<file path="src/rtl/mul_wb_buffer.sv">
// Writeback buffer behind the iterative 32x32 multiplier.
// The multiplier cannot stall, so every product is queued here. The selected
// 32-bit word is tagged with the issuer's destination and offered to the
// register-file writeback port. iss_allow gates new issues so the queue
// always has room for each result that is in flight.
module mul_wb_buffer #(
  parameter int DEPTH = 4,
  parameter int TAG_W = 5
) (
  input  logic                     clk,
  input  logic                     reset,
  input  logic                     iss_fire,
  input  logic [TAG_W-1:0]         iss_tag,
  input  logic                     iss_hi,
  output logic                     iss_allow,
  input  logic                     mul_valid,
  input  logic [63:0]              mul_result,
  output logic                     wb_valid,
  input  logic                     wb_ready,
  output logic [31:0]              wb_data,
  output logic [TAG_W-1:0]         wb_tag,
  output logic [$clog2(DEPTH):0]   wb_count,
  output logic                     err
);

  localparam int AW = $clog2(DEPTH);
  localparam int CW = AW + 1;
  localparam logic [CW-1:0] FULL_COUNT   = CW'(DEPTH);
  localparam logic [CW:0]   CREDIT_LIMIT = (CW + 1)'(DEPTH);

  // Pending request: tag and word select of the single multiply in flight.
  logic [TAG_W-1:0] pend_tag_reg;
  logic             pend_hi_reg;
  logic             inflight_reg;
  logic             inflight_next;

  // Result queue storage and pointers; storage is not reset.
  logic [31:0]      data_mem [DEPTH];
  logic [TAG_W-1:0] tag_mem  [DEPTH];
  logic [AW-1:0]    wr_ptr_reg, wr_ptr_next;
  logic [AW-1:0]    rd_ptr_reg, rd_ptr_next;
  logic [CW-1:0]    count_reg, count_next;
  logic             err_reg, err_next;

  logic             push_req;
  logic             full;
  logic             push;
  logic             pop;
  logic [31:0]      push_data;
  logic [CW:0]      occupancy;

  // Credit and handshake terms are derived from registered state only, so a
  // pop can raise iss_allow no earlier than the following cycle.
  always_comb begin
    full      = (count_reg == FULL_COUNT);
    push_req  = mul_valid && inflight_reg;
    push      = push_req && !full;
    pop       = wb_valid && wb_ready;
    push_data = pend_hi_reg ? mul_result[63:32] : mul_result[31:0];
    occupancy = {1'b0, count_reg} + {{CW{1'b0}}, inflight_reg};
    iss_allow = (occupancy < CREDIT_LIMIT);
    wb_valid  = (count_reg != '0);
    wb_data   = data_mem[rd_ptr_reg];
    wb_tag    = tag_mem[rd_ptr_reg];
    wb_count  = count_reg;
    err       = err_reg;
  end

  // Next-state for pointers, occupancy, in-flight flag and the sticky error.
  always_comb begin
    wr_ptr_next   = wr_ptr_reg;
    rd_ptr_next   = rd_ptr_reg;
    count_next    = count_reg;
    inflight_next = inflight_reg;
    err_next      = err_reg;
    if (push) begin
      wr_ptr_next = wr_ptr_reg + AW'(1);
    end
    if (pop) begin
      rd_ptr_next = rd_ptr_reg + AW'(1);
    end
    if (push && !pop) begin
      count_next = count_reg + CW'(1);
    end else if (pop && !push) begin
      count_next = count_reg - CW'(1);
    end
    // A new issue wins over a completing one: the slot is refilled at once.
    if (iss_fire) begin
      inflight_next = 1'b1;
    end else if (mul_valid) begin
      inflight_next = 1'b0;
    end
    if ((push_req && full) ||
        (mul_valid && !inflight_reg) ||
        (iss_fire && inflight_reg && !mul_valid) ||
        (iss_fire && !iss_allow)) begin
      err_next = 1'b1;
    end
  end

  // Control state register with synchronous reset.
  always_ff @(posedge clk) begin
    if (reset) begin
      wr_ptr_reg   <= '0;
      rd_ptr_reg   <= '0;
      count_reg    <= '0;
      inflight_reg <= 1'b0;
      err_reg      <= 1'b0;
    end else begin
      wr_ptr_reg   <= wr_ptr_next;
      rd_ptr_reg   <= rd_ptr_next;
      count_reg    <= count_next;
      inflight_reg <= inflight_next;
      err_reg      <= err_next;
    end
  end

  // Pending register loads on issue; a same-cycle push has already used the
  // old contents because the queue write reads them in this same edge.
  always_ff @(posedge clk) begin
    if (iss_fire) begin
      pend_tag_reg <= iss_tag;
      pend_hi_reg  <= iss_hi;
    end
  end

  // Queue write at the tail; data is never cleared.
  always_ff @(posedge clk) begin
    if (push && !reset) begin
      data_mem[wr_ptr_reg] <= push_data;
      tag_mem[wr_ptr_reg]  <= pend_tag_reg;
    end
  end

endmodule

</file>
<file path="config.mk">
export PLATFORM = sky130hd
export DESIGN_NAME = mul_wb_buffer
export DESIGN_NICKNAME = d
export VERILOG_FILES = /design/src/rtl/mul_wb_buffer.sv
export SDC_FILE = /design/constraint.sdc
export NUM_CORES = 1
export LEC_CHECK = 0
export BUFFER_PORTS_ARGS = -buffer_cell sky130_fd_sc_hd__buf_2
export CORE_MARGIN = 4
export CORE_UTILIZATION = 52
export CTS_BUF_LIST = sky130_fd_sc_hd__clkbuf_4 sky130_fd_sc_hd__clkbuf_8
export CTS_CLUSTER_SIZE = 24
export DETAILED_ROUTE_END_ITERATION = 7
export GPL_TIMING_DRIVEN = 1
export PLACE_DENSITY = 0.9
export SETUP_SLACK_MARGIN = 0.02
export SLEW_MARGIN = 30
export SYNTH_ARGS = -nofsm -noshare
export SYNTH_HDL_FRONTEND = slang
export SYNTH_SLANG_ARGS = --single-unit
</file>
<file path="constraint.sdc">
create_clock -name clk -period 2.3 [get_ports clk]
set_clock_uncertainty 0.2 [all_clocks]
set_input_delay 0.115 -clock clk [delete_from_list [all_inputs] [get_ports clk]]
set_output_delay 0.115 -clock clk [all_outputs]
set_load 0.03 [all_outputs]
</file>
Word-level counts from Yosys, hierarchy flattened

Memory sizes are Yosys's and may differ from the RTL's. A register that Yosys moved wholly into a read port is not among the register bits.
Index checks and enable logic that the tools add are counted.

Logic and storage cells: 51
Bits in writable memories: 148
Bits of input ports: 75
Output and inout bits: 43
Memories: 2
Bits in registers: 15

Eq/ne operators: 1
Reductions and logical operators: 24
Order comparisons: 1
Muxes and demuxes: 11
Add/subtract/negate cells: 5

Memory list:

| name     | words | bits a word | rd ports | clocked after memory_dff | wr ports | RTL line | text |
|---|---|---|---|---|---|---|---|
| data_mem | 4     | 32          | 1        | 1                        | 1        | 38       | `logic [31:0] data_mem [DEPTH];` |
| tag_mem  | 4     | 5           | 1        | 1                        | 1        | 39       | `logic [TAG_W-1:0] tag_mem [DEPTH];` |

Operators with widths:

| kind                                                                 | count |
|---|---|
| 32-bit 2-to-1 mux                                                    | 1 |
| 1-bit logical AND                                                    | 11 |
| 2-bit 2-to-1 mux                                                     | 4 |
| 1-bit logical NOT                                                    | 7 |
| 3-bit 2-to-1 mux                                                     | 2 |
| 2-bit by 1-bit adder with 2-bit output, second input constant        | 2 |
| 3-bit by 1-bit adder with 4-bit output                               | 1 |
| 4-bit by 3-bit < comparator with 1-bit output, second input constant | 1 |
| 1-bit 2-to-1 mux                                                     | 4 |
| 2-bit nonzero test                                                   | 2 |
| 3-bit by 1-bit adder with 3-bit output, second input constant        | 1 |
| 3-bit == test, second input constant                                 | 1 |
| 1-bit logical OR                                                     | 3 |
| 3-bit nonzero test                                                   | 1 |
| 3-bit by 1-bit subtractor with 3-bit output, second input constant   | 1 |

Depth between registers and ports, before layout

Gate-level depths: netlist (run 1).

Depth in word-level cells: 7
Mapped depth: 8
Depth with buffers taken out: 8

Least setup slack after synthesis (run 1)

No wires, ideal clock.

Kind: flip-flop to flip-flop
Start: register count_reg[0] (netlist: wb_count[0])
End: memory data_mem[0][0], enable pin
Period minus slack after synthesis: 2.605 ns
Stages on the path, launching flop included: 4
Data arrival time: 2.007 ns
Path buffers: 0
Data required time: 1.702 ns
Setup time: 0.398 ns
Path slack: -0.305 ns
Path through: dfxtp_1 nor3b_2 nor3_1 and2_1

Word-level cells in the longest chain between the ends: 6

Ends and longest elaborated chain:

| element                                | RTL line | text |
|---|---|---|
| start, declared                        | 42       | `logic [CW-1:0] count_reg, count_next;` |
| start signal, assigned                 | 112      | `count_reg <= count_next;` |
| 3-bit == test                          | 55       | `full = (count_reg == FULL_COUNT);` |
| 1-bit logical NOT                      | 57       | `push = push_req && !full;` |
| 1-bit logical AND                      | 57       |  |
| 1-bit logical AND                      | 129      | `if (push && !reset) begin` |
| 1-bit 2-to-1 mux                       | 129      |  |
| 1-bit 2-to-1 mux (implied by the code) | 130      | `data_mem[wr_ptr_reg] <= push_data;` |
| end, declared                          | 38       |  |

Every way passes these cells.

Worst setup path after layout (run 1)

Start: register count_reg[2] (netlist: wb_count[2])
End: register count_reg[2] (netlist: wb_count[2])

Word-level cells in the longest chain between the ends: 6
Elaborated cells between the ends (all ways): 14
Classes of those cells: add/sub (2); eq/ne (1); mux (2); reduce/logical (9)

Ends and longest elaborated chain:

| element                      | RTL line | text |
|---|---|---|
| 3-bit == test *              | 55       |  |
| 1-bit logical NOT *          | 57       |  |
| 1-bit logical AND *          | 57       |  |
| net push                     | 47       | `logic push;` |
| 1-bit logical NOT            | 84       | `end else if (pop && !push) begin` |
| 1-bit logical AND            | 84       |  |
| 2-bit nonzero test (no line) | -        |  |

The timed path passes the listed nets; every way through them passes the cells marked *. The select of a mux whose other input is x is not followed.
A chain may end at the register's enable or synchronous reset.

==> summary.md, run 1 <==
| Metric | Value |
|---|---|
| Outcome | complete, no violations |
| Post-Syn Area | 6460 um^2 |
| CP Cell Sequence | nor3b_4 > nor2_2 > ha_2 > inv_1 > fa_1 > xor2_1 > or3_1 > a21oi_2 |
| Diodes inserted | 0 |
| Max-slew violations | 0 |
| Clock Latency Late Sink | 0.44 ns |
| Flop pwr share | 48.8% |
| Max reg flops | 128 |
| Startpoint types | flop |
| # DRC | 0 |
| Adder-cell area share of the yosys netlist | 1.28% |
| Synth Area in Simple Gates | 1.63% |
| P_int | 5210 uW |
| Hpwl dp | 7800 um |
| Synth Area in Compound Gates | 1.24% |
| Sequential area share after synthesis | 75.0% |
| Final Setup Violations | 0 |
| Global Route Usage Sum | 19.9% |
| Clock Pin Slew Worst Setup and Hold Paths | 0.08 ns |
| Sw Pwr | 1930 uW |
| Area growth syn-to-layout | 32.2% |
| Switching share of power | 27.0% |
| Drt pass-1 iters | 6 |
| Final Cycle Share | 96.2% |
| Root buffer cell | clkbuf_8 |
| Via count | 3680 |
| Critical path required time | 2.48 ns |
| Max Clk Rate | 0.452 GHz |
| CTS Buf Count | 17 |
| Total Power | 7140 uW |
| Unique masters post-synth | 28 |
| Hold Violations, Final | 0 |
| Crit path max fanout | 6 |
| #FFs+latches synth | 165 |
| Core Area | 12100 um^2 |
| DR WL/cell | 19.3 um |
| Tightest Hold Check Type | in2reg |
| Chip Width | 119 um |
| CTS sink count | 165 |
| Setup TNS | 0 ns |
| Peak VDD IR | 0.622 mV |
| Cell area power density | 836 nW/um^2 |
| Post-Synth XOR/XNOR Area | 0.542% |
| Routed WL | 13300 um |
| Critical path type | reg2reg |
| Max_slew headroom | 70.1% |
| Antenna violations before repair | 0 |
| Post-route ant nets | 0 |
| Final design area excluding fillers | 8540 um^2 |
| Crit path DAT | 2.39 ns |
| Placer Congestion | 0.747 |
| IO buf count | 117 |
| Leakage power | 0.00303 uW |
| Worst slew pin tran | 0.443 ns |
| Yosys warns | 0 |
| H-tree levels | 4 |
| Syn_area_per_cell | 21.8 um^2 |
| Net count, final | 592 |
| Crit path buf inv count | 1 |
| CP Capture Type | flop |
| Largest family of logic cells by synthesized area | multiplexers |
| Post-DP Area | 7330 um^2 |
| Mux contribution to synthesized area | 18.6% |
| Max Cap Violations | 0 |
| Fraction of layout cells with a size suffix above 1 | 47.5% |
| Row count | 40 |
| First-pass GRT wire length | 21500 um |
| Worst path top cell family by delay | simple AND/OR/NAND/NOR gates |
| Slowest CP cell | dfxtp_4 |
| GR Overflow Total | 0 |
| Filler cell count | 760 |
| Via-per-instance ratio | 5.32 |
| Worst path max stage delay | 0.38 ns |
| Die height | 119 um |
| Synth Instances | 297 |
| Largest net degree at the start of global routing | 23 |
| Clock Tree Buf Depth | 2 |
| TritonCTS clock tree | done |
| Clock power frac | 29.1% |
| Crit path time final | 2.21 ns |
| Vias in the first global route | 4067 |
| Gate power share | 22.2% |
| Syn Nets | 378 |
| Iteration-0 DRC Markers | 170 |
| Starting Density | 53.3% |
| DIE AREA | 14300 um^2 |
| I/O pins | 118 |
-- metrics by stage --
stage,setup slack [ns],util (%),hold slack (ns),std cells
4_1_cts,0.000397,70.1,0.147,689
3_3_place_gp,0.115,60.5,0.0944,583
2_1_floorplan,0.0796,-,0.0139,297
3_5_place_dp,-0.0115,60.5,0.0961,583
6_report,0.0875,70.5,0.190,692
5_1_grt,-0.0152,70.5,0.156,692
-- worst reg2reg max path, delay by kind of cell (launching register included) --
kind                     cells  cell delay (ns)
AO/OA/AOI/OAI                1             0.11
XOR/XNOR                     1             0.19
buffers and inverters        1             0.05
AND/OR/NAND/NOR              3             0.64
adder cells (fa/ha/maj)      2             0.57
flip-flops                   1             0.38
-- what timing repair did --
item                                   in CTS  in global routing
setup buffers                               0                  3
pin swaps                                   0                  3
hold buffers                               74                  0
endpoints found under the hold margin     151                  0
gates resized for setup                     2                  9
setup endpoints to repair                   8                  2
-- synthesized netlist by cell type --
library cell / number / area (um^2)
or4b_1: 1 / 10.0
mux2_2: 30 / 338
buf_4: 1 / 7.51
nand2_1: 2 / 7.51
mux2_1: 2 / 22.5
a21oi_1: 3 / 15.0
edfxtp_1: 154 / 4620
clkbuf_1: 2 / 7.51
o21ai_0: 4 / 20.0
buf_2: 6 / 30.0
mux2i_1: 1 / 10.0
nor3b_2: 1 / 12.5
fa_1: 1 / 20.0
inv_1: 7 / 26.3
or3_1: 3 / 18.8
nor3_1: 1 / 5.00
o311ai_0: 1 / 8.76
mux4_2: 37 / 833
nor2_1: 7 / 26.3
o31ai_1: 2 / 15.0
dfxtp_1: 11 / 220
and2_1: 4 / 25.0
a31o_2: 1 / 8.76
ha_1: 5 / 62.6
clkbuf_2: 1 / 5.00
buf_6: 3 / 33.8
xor2_1: 4 / 35.0
a31oi_1: 2 / 12.5
-- kinds of logic after synthesis --
| logic type | count (synthesis) |
|---|---|
| compound gates | 13 |
| xor+xnor | 4 |
| fa+ha+maj | 6 |
| buf+inv | 20 |
| flops | 165 |
| mux | 70 |
| simple gates | 19 |
-- power groups by stage --
stage	Sequential, uW	Clock (uW)	Combinational (uW)
3_5_place_dp	3530	0	1420
2_1_floorplan	3540	0	1010
3_3_place_gp	3520	0	1390
5_1_grt	3490	2260	1690
6_report	3480	2070	1580
4_1_cts	3470	2120	1560
-- final timing paths --
kind / cells after the start / end / slack [ns] / start
max: 8 / wb_count[2]$_SDFFE_PP0P_ / 0.09 / wb_count[2]$_SDFFE_PP0P_
min: 2 / pend_tag_reg[0]$_DFFE_PP_ / 0.19 / iss_tag[0]
max reg2reg: 8 / wb_count[2]$_SDFFE_PP0P_ / 0.09 / wb_count[2]$_SDFFE_PP0P_
min reg2reg: 0 / tag_mem[2][1]$_DFFE_PP_ / 0.31 / pend_tag_reg[1]$_DFFE_PP_
-- placed cells by master, fill, tap and decap left out, types with 4 or more instances in the layout --
cell type      netlist  routed
xor2_1               4       4
clkbuf_8             0      22
and2_2               0       4
nor2_1               7       6
inv_1                7       7
dfxtp_1             11       5
ha_1                 5       4
edfxtp_1           154     154
mux4_2              37      37
clkinv_2             0       4
buf_4                1      12
buf_2                6     117
dlygate4sd3_1        0      74
mux2_2              30      30
o21ai_0              4       4
-- final cells by class --
cell class | count | area (um^2) | share of cell area [%]
Clock buffer | 23 | 310 | 3.63
Clock inverter | 9 | 98.8 | 1.16
Inverter | 7 | 26.3 | 0.308
Multi-Input combinational cell | 112 | 1540 | 18.1
Sequential cell | 165 | 4860 | 56.9
Tap cell | 168 | 210 | 2.46
Timing Repair Buffer | 208 | 1490 | 17.5
-- layer usage --
layer | GRT usage [%] | vias to the layer above | wire (um) | part of all wire, %
li1 | - | 1653 | - | -
met1 | 24.3 | 1873 | 5250 | 39
met2 | 34.9 | 131 | 7220 | 54
met3 | 5.08 | 23 | 659 | 4.9
met4 | 6.37 | 0 | 215 | 1.6
met5 | 0 | - | 0 | 0
(Power assumes the default switching activity.)
==> run 2, diff against run 1 <==
--- a/config.mk
+++ b/config.mk
@@ -12,6 +12,7 @@
 export CTS_CLUSTER_SIZE = 24
 export DETAILED_ROUTE_END_ITERATION = 7
 export GPL_TIMING_DRIVEN = 1
+export MAX_ROUTING_LAYER = met4
 export PLACE_DENSITY = 0.9
 export SETUP_SLACK_MARGIN = 0.02
 export SLEW_MARGIN = 30
==> summary.md, run 2 (synthesized netlist as in run 1, its figures left out) <==
| Metric | Value |
|---|---|
| Outcome | complete, no violations |
| Worst slew pin tran | 0.431 ns |
| Hold Path Origin | iss_tag[1] |
| Crit path DAT | 2.39 ns |
| GR Layer Usage met2 | 34.9% |
| Crit path time final | 2.21 ns |
| Final core occ | 70.5% |
| Area growth syn-to-layout | 32.2% |
| Clock Latency Late Sink | 0.44 ns |
| Critical path required time | 2.48 ns |
| Clock Tree Buf Depth | 2 |
| Worst path top cell family by delay | simple AND/OR/NAND/NOR gates |
| Max_slew headroom | 70.9% |
| Sw Pwr | 1930 uW |
| Diodes inserted | 0 |
| Via-per-instance ratio | 5.29 |
| CP Cell Sequence | nor3b_4 > nor2_2 > ha_2 > inv_1 > fa_1 > xor2_1 > or3_1 > a21oi_2 |
| TritonCTS clock tree | done |
| Cell area power density | 835 nW/um^2 |
| IO buf count | 117 |
| Max Cap Violations | 0 |
| Clock power frac | 29.1% |
| Vias in the first global route | 4076 |
| Worst path max stage delay | 0.38 ns |
| Routed WL | 13300 um |
| # DRC | 0 |
| Met1 Use GR | 24.5% |
| Max Clk Rate | 0.453 GHz |
| Die height | 119 um |
| Hpwl dp | 7800 um |
| Setup TNS | 0 ns |
| R2R Setup Slk | 0.09 ns |
| Clock Pin Slew Worst Setup and Hold Paths | 0.08 ns |
| Worst setup path end | wb_count[2]$_SDFFE_PP0P_ |
| Chip Width | 119 um |
| Total Power | 7130 uW |
| H-tree levels | 4 |
| Starting Density | 53.3% |
| Max reg flops | 128 |
| Post-route ant nets | 0 |
| Critical path type | reg2reg |
| Hold Violations, Final | 0 |
| Row count | 40 |
| Reg2reg path depth | 8 |
| DR WL/cell | 19.3 um |
| Switching share of power | 27.0% |
| FF-to-FF End | wb_count[2]$_SDFFE_PP0P_ |
| Peak VDD IR | 0.623 mV |
| Root buffer cell | clkbuf_8 |
| Most common cell after layout, fill and taps aside | edfxtp_1 |
| Slowest CP cell | dfxtp_4 |
| DIE AREA | 14300 um^2 |
| Iteration-0 DRC Markers | 182 |
| Max-slew violations | 0 |
| Drt pass-1 iters | 4 |
| Worst reg2reg path startpoint | wb_count[2]$_SDFFE_PP0P_ |
| I/O pins | 118 |
| Placer Congestion | 0.757 |
| First-pass GRT wire length | 21500 um |
| PnR worst setup slack | 0.0944 ns |
| Crit path max fanout | 6 |
| Via count | 3659 |
| Worst Setup SP | wb_count[2]$_SDFFE_PP0P_ |
| Core Area | 12100 um^2 |
| WP depth | 8 |
| Most frequent cells in the layout | 154 x edfxtp_1, 117 x buf_2, 74 x dlygate4sd3_1, 37 x mux4_2, 30 x mux2_2 |
| Busiest grt layer | met2 |
| Gate power share | 22.2% |
| Leakage power | 0.00303 uW |
| Flop pwr share | 48.8% |
| Largest net degree at the start of global routing | 23 |
| Met3 Use GR | 4.56% |
| Area of the multi-input gates | 1540 um^2 |
| P_int | 5210 uW |
| GR Overflow Total | 0 |
| Antenna violations before repair | 0 |
| Tightest Hold Check Type | in2reg |
| Global Route Usage Sum | 20.5% |
| Place WS | -0.0115 ns |
| Filler cell count | 760 |
| Net count, final | 592 |
| Final design area excluding fillers | 8540 um^2 |
| CP Capture Type | flop |
| Final Cycle Share | 95.9% |
| Post-DP Area | 7330 um^2 |
| Fraction of layout cells with a size suffix above 1 | 47.5% |
| Startpoint types | flop |
| CTS Buf Count | 17 |
| Final Setup Violations | 0 |
| FF+latch area | 4860 um^2 |
| Crit path buf inv count | 1 |
| CTS sink count | 165 |
[run 2: how the worst min path moves through the flow]
stage | to | slack [ns] | cells after the start
final | pend_tag_reg[1]$_DFFE_PP_ | 0.19 | 2
after global routing | pend_tag_reg[0]$_DFFE_PP_ | 0.16 | 2
after CTS | pend_tag_reg[1]$_DFFE_PP_ | 0.15 | 2
after detailed placement | pend_tag_reg[3]$_DFFE_PP_ | 0.1 | 1
after global placement | pend_tag_reg[3]$_DFFE_PP_ | 0.09 | 1
after floorplan | pend_hi_reg$_DFFE_PP_ | 0.01 | 0
[run 2: power by group through the flow]
stage / Clock, uW / Combinational, uW / Sequential [uW]
after floorplan: 0 / 1010 / 3540
after global placement: 0 / 1390 / 3520
after detailed placement: 0 / 1420 / 3530
after CTS: 2120 / 1560 / 3470
after global routing: 2260 / 1690 / 3490
final: 2070 / 1580 / 3480
[run 2: metrics by stage]
step           instances  hold WS, ns
3_5_place_dp         583       0.0961
6_report             692        0.189
4_1_cts              689        0.147
5_1_grt              692        0.156
2_1_floorplan        297       0.0139
3_3_place_gp         583       0.0944
[run 2: area by class of cell]
class / count / area share (%)
well taps: 168 / 2.46
clock buffers: 23 / 3.63
repair buffers: 208 / 17.5
multi-input cells: 112 / 18.1
flip-flops and latches: 165 / 56.9
inverters: 7 / 0.308
clock inverters: 9 / 1.16
[run 2: repair_timing]
action,CTS,global route
buffers inserted,0,3
gates cloned,0,0
resized for setup,2,9
hold buffers,74,0
pin swaps,0,3
endpoints found under the hold margin,151,0
endpoints found under the setup margin,8,2
[run 2: metal layers]
layer / wire [um] / part of all wire, % / vias up
met5: 0 / 0 / -
met4: 216 / 1.6 / 0
met3: 638 / 4.8 / 23
met2: 7260 / 54 / 129
met1: 5220 / 39 / 1858
li1: - / - / 1649
[run 2: worst register-to-register path, delay by kind of cell, from the launching register on]
kind / cells / cell delay [ns]
AND/OR/NAND/NOR: 3 / 0.64
adder cells (fa/ha/maj): 2 / 0.57
flip-flops: 1 / 0.38
XOR/XNOR: 1 / 0.19
AO/OA/AOI/OAI: 1 / 0.11
buffers and inverters: 1 / 0.05
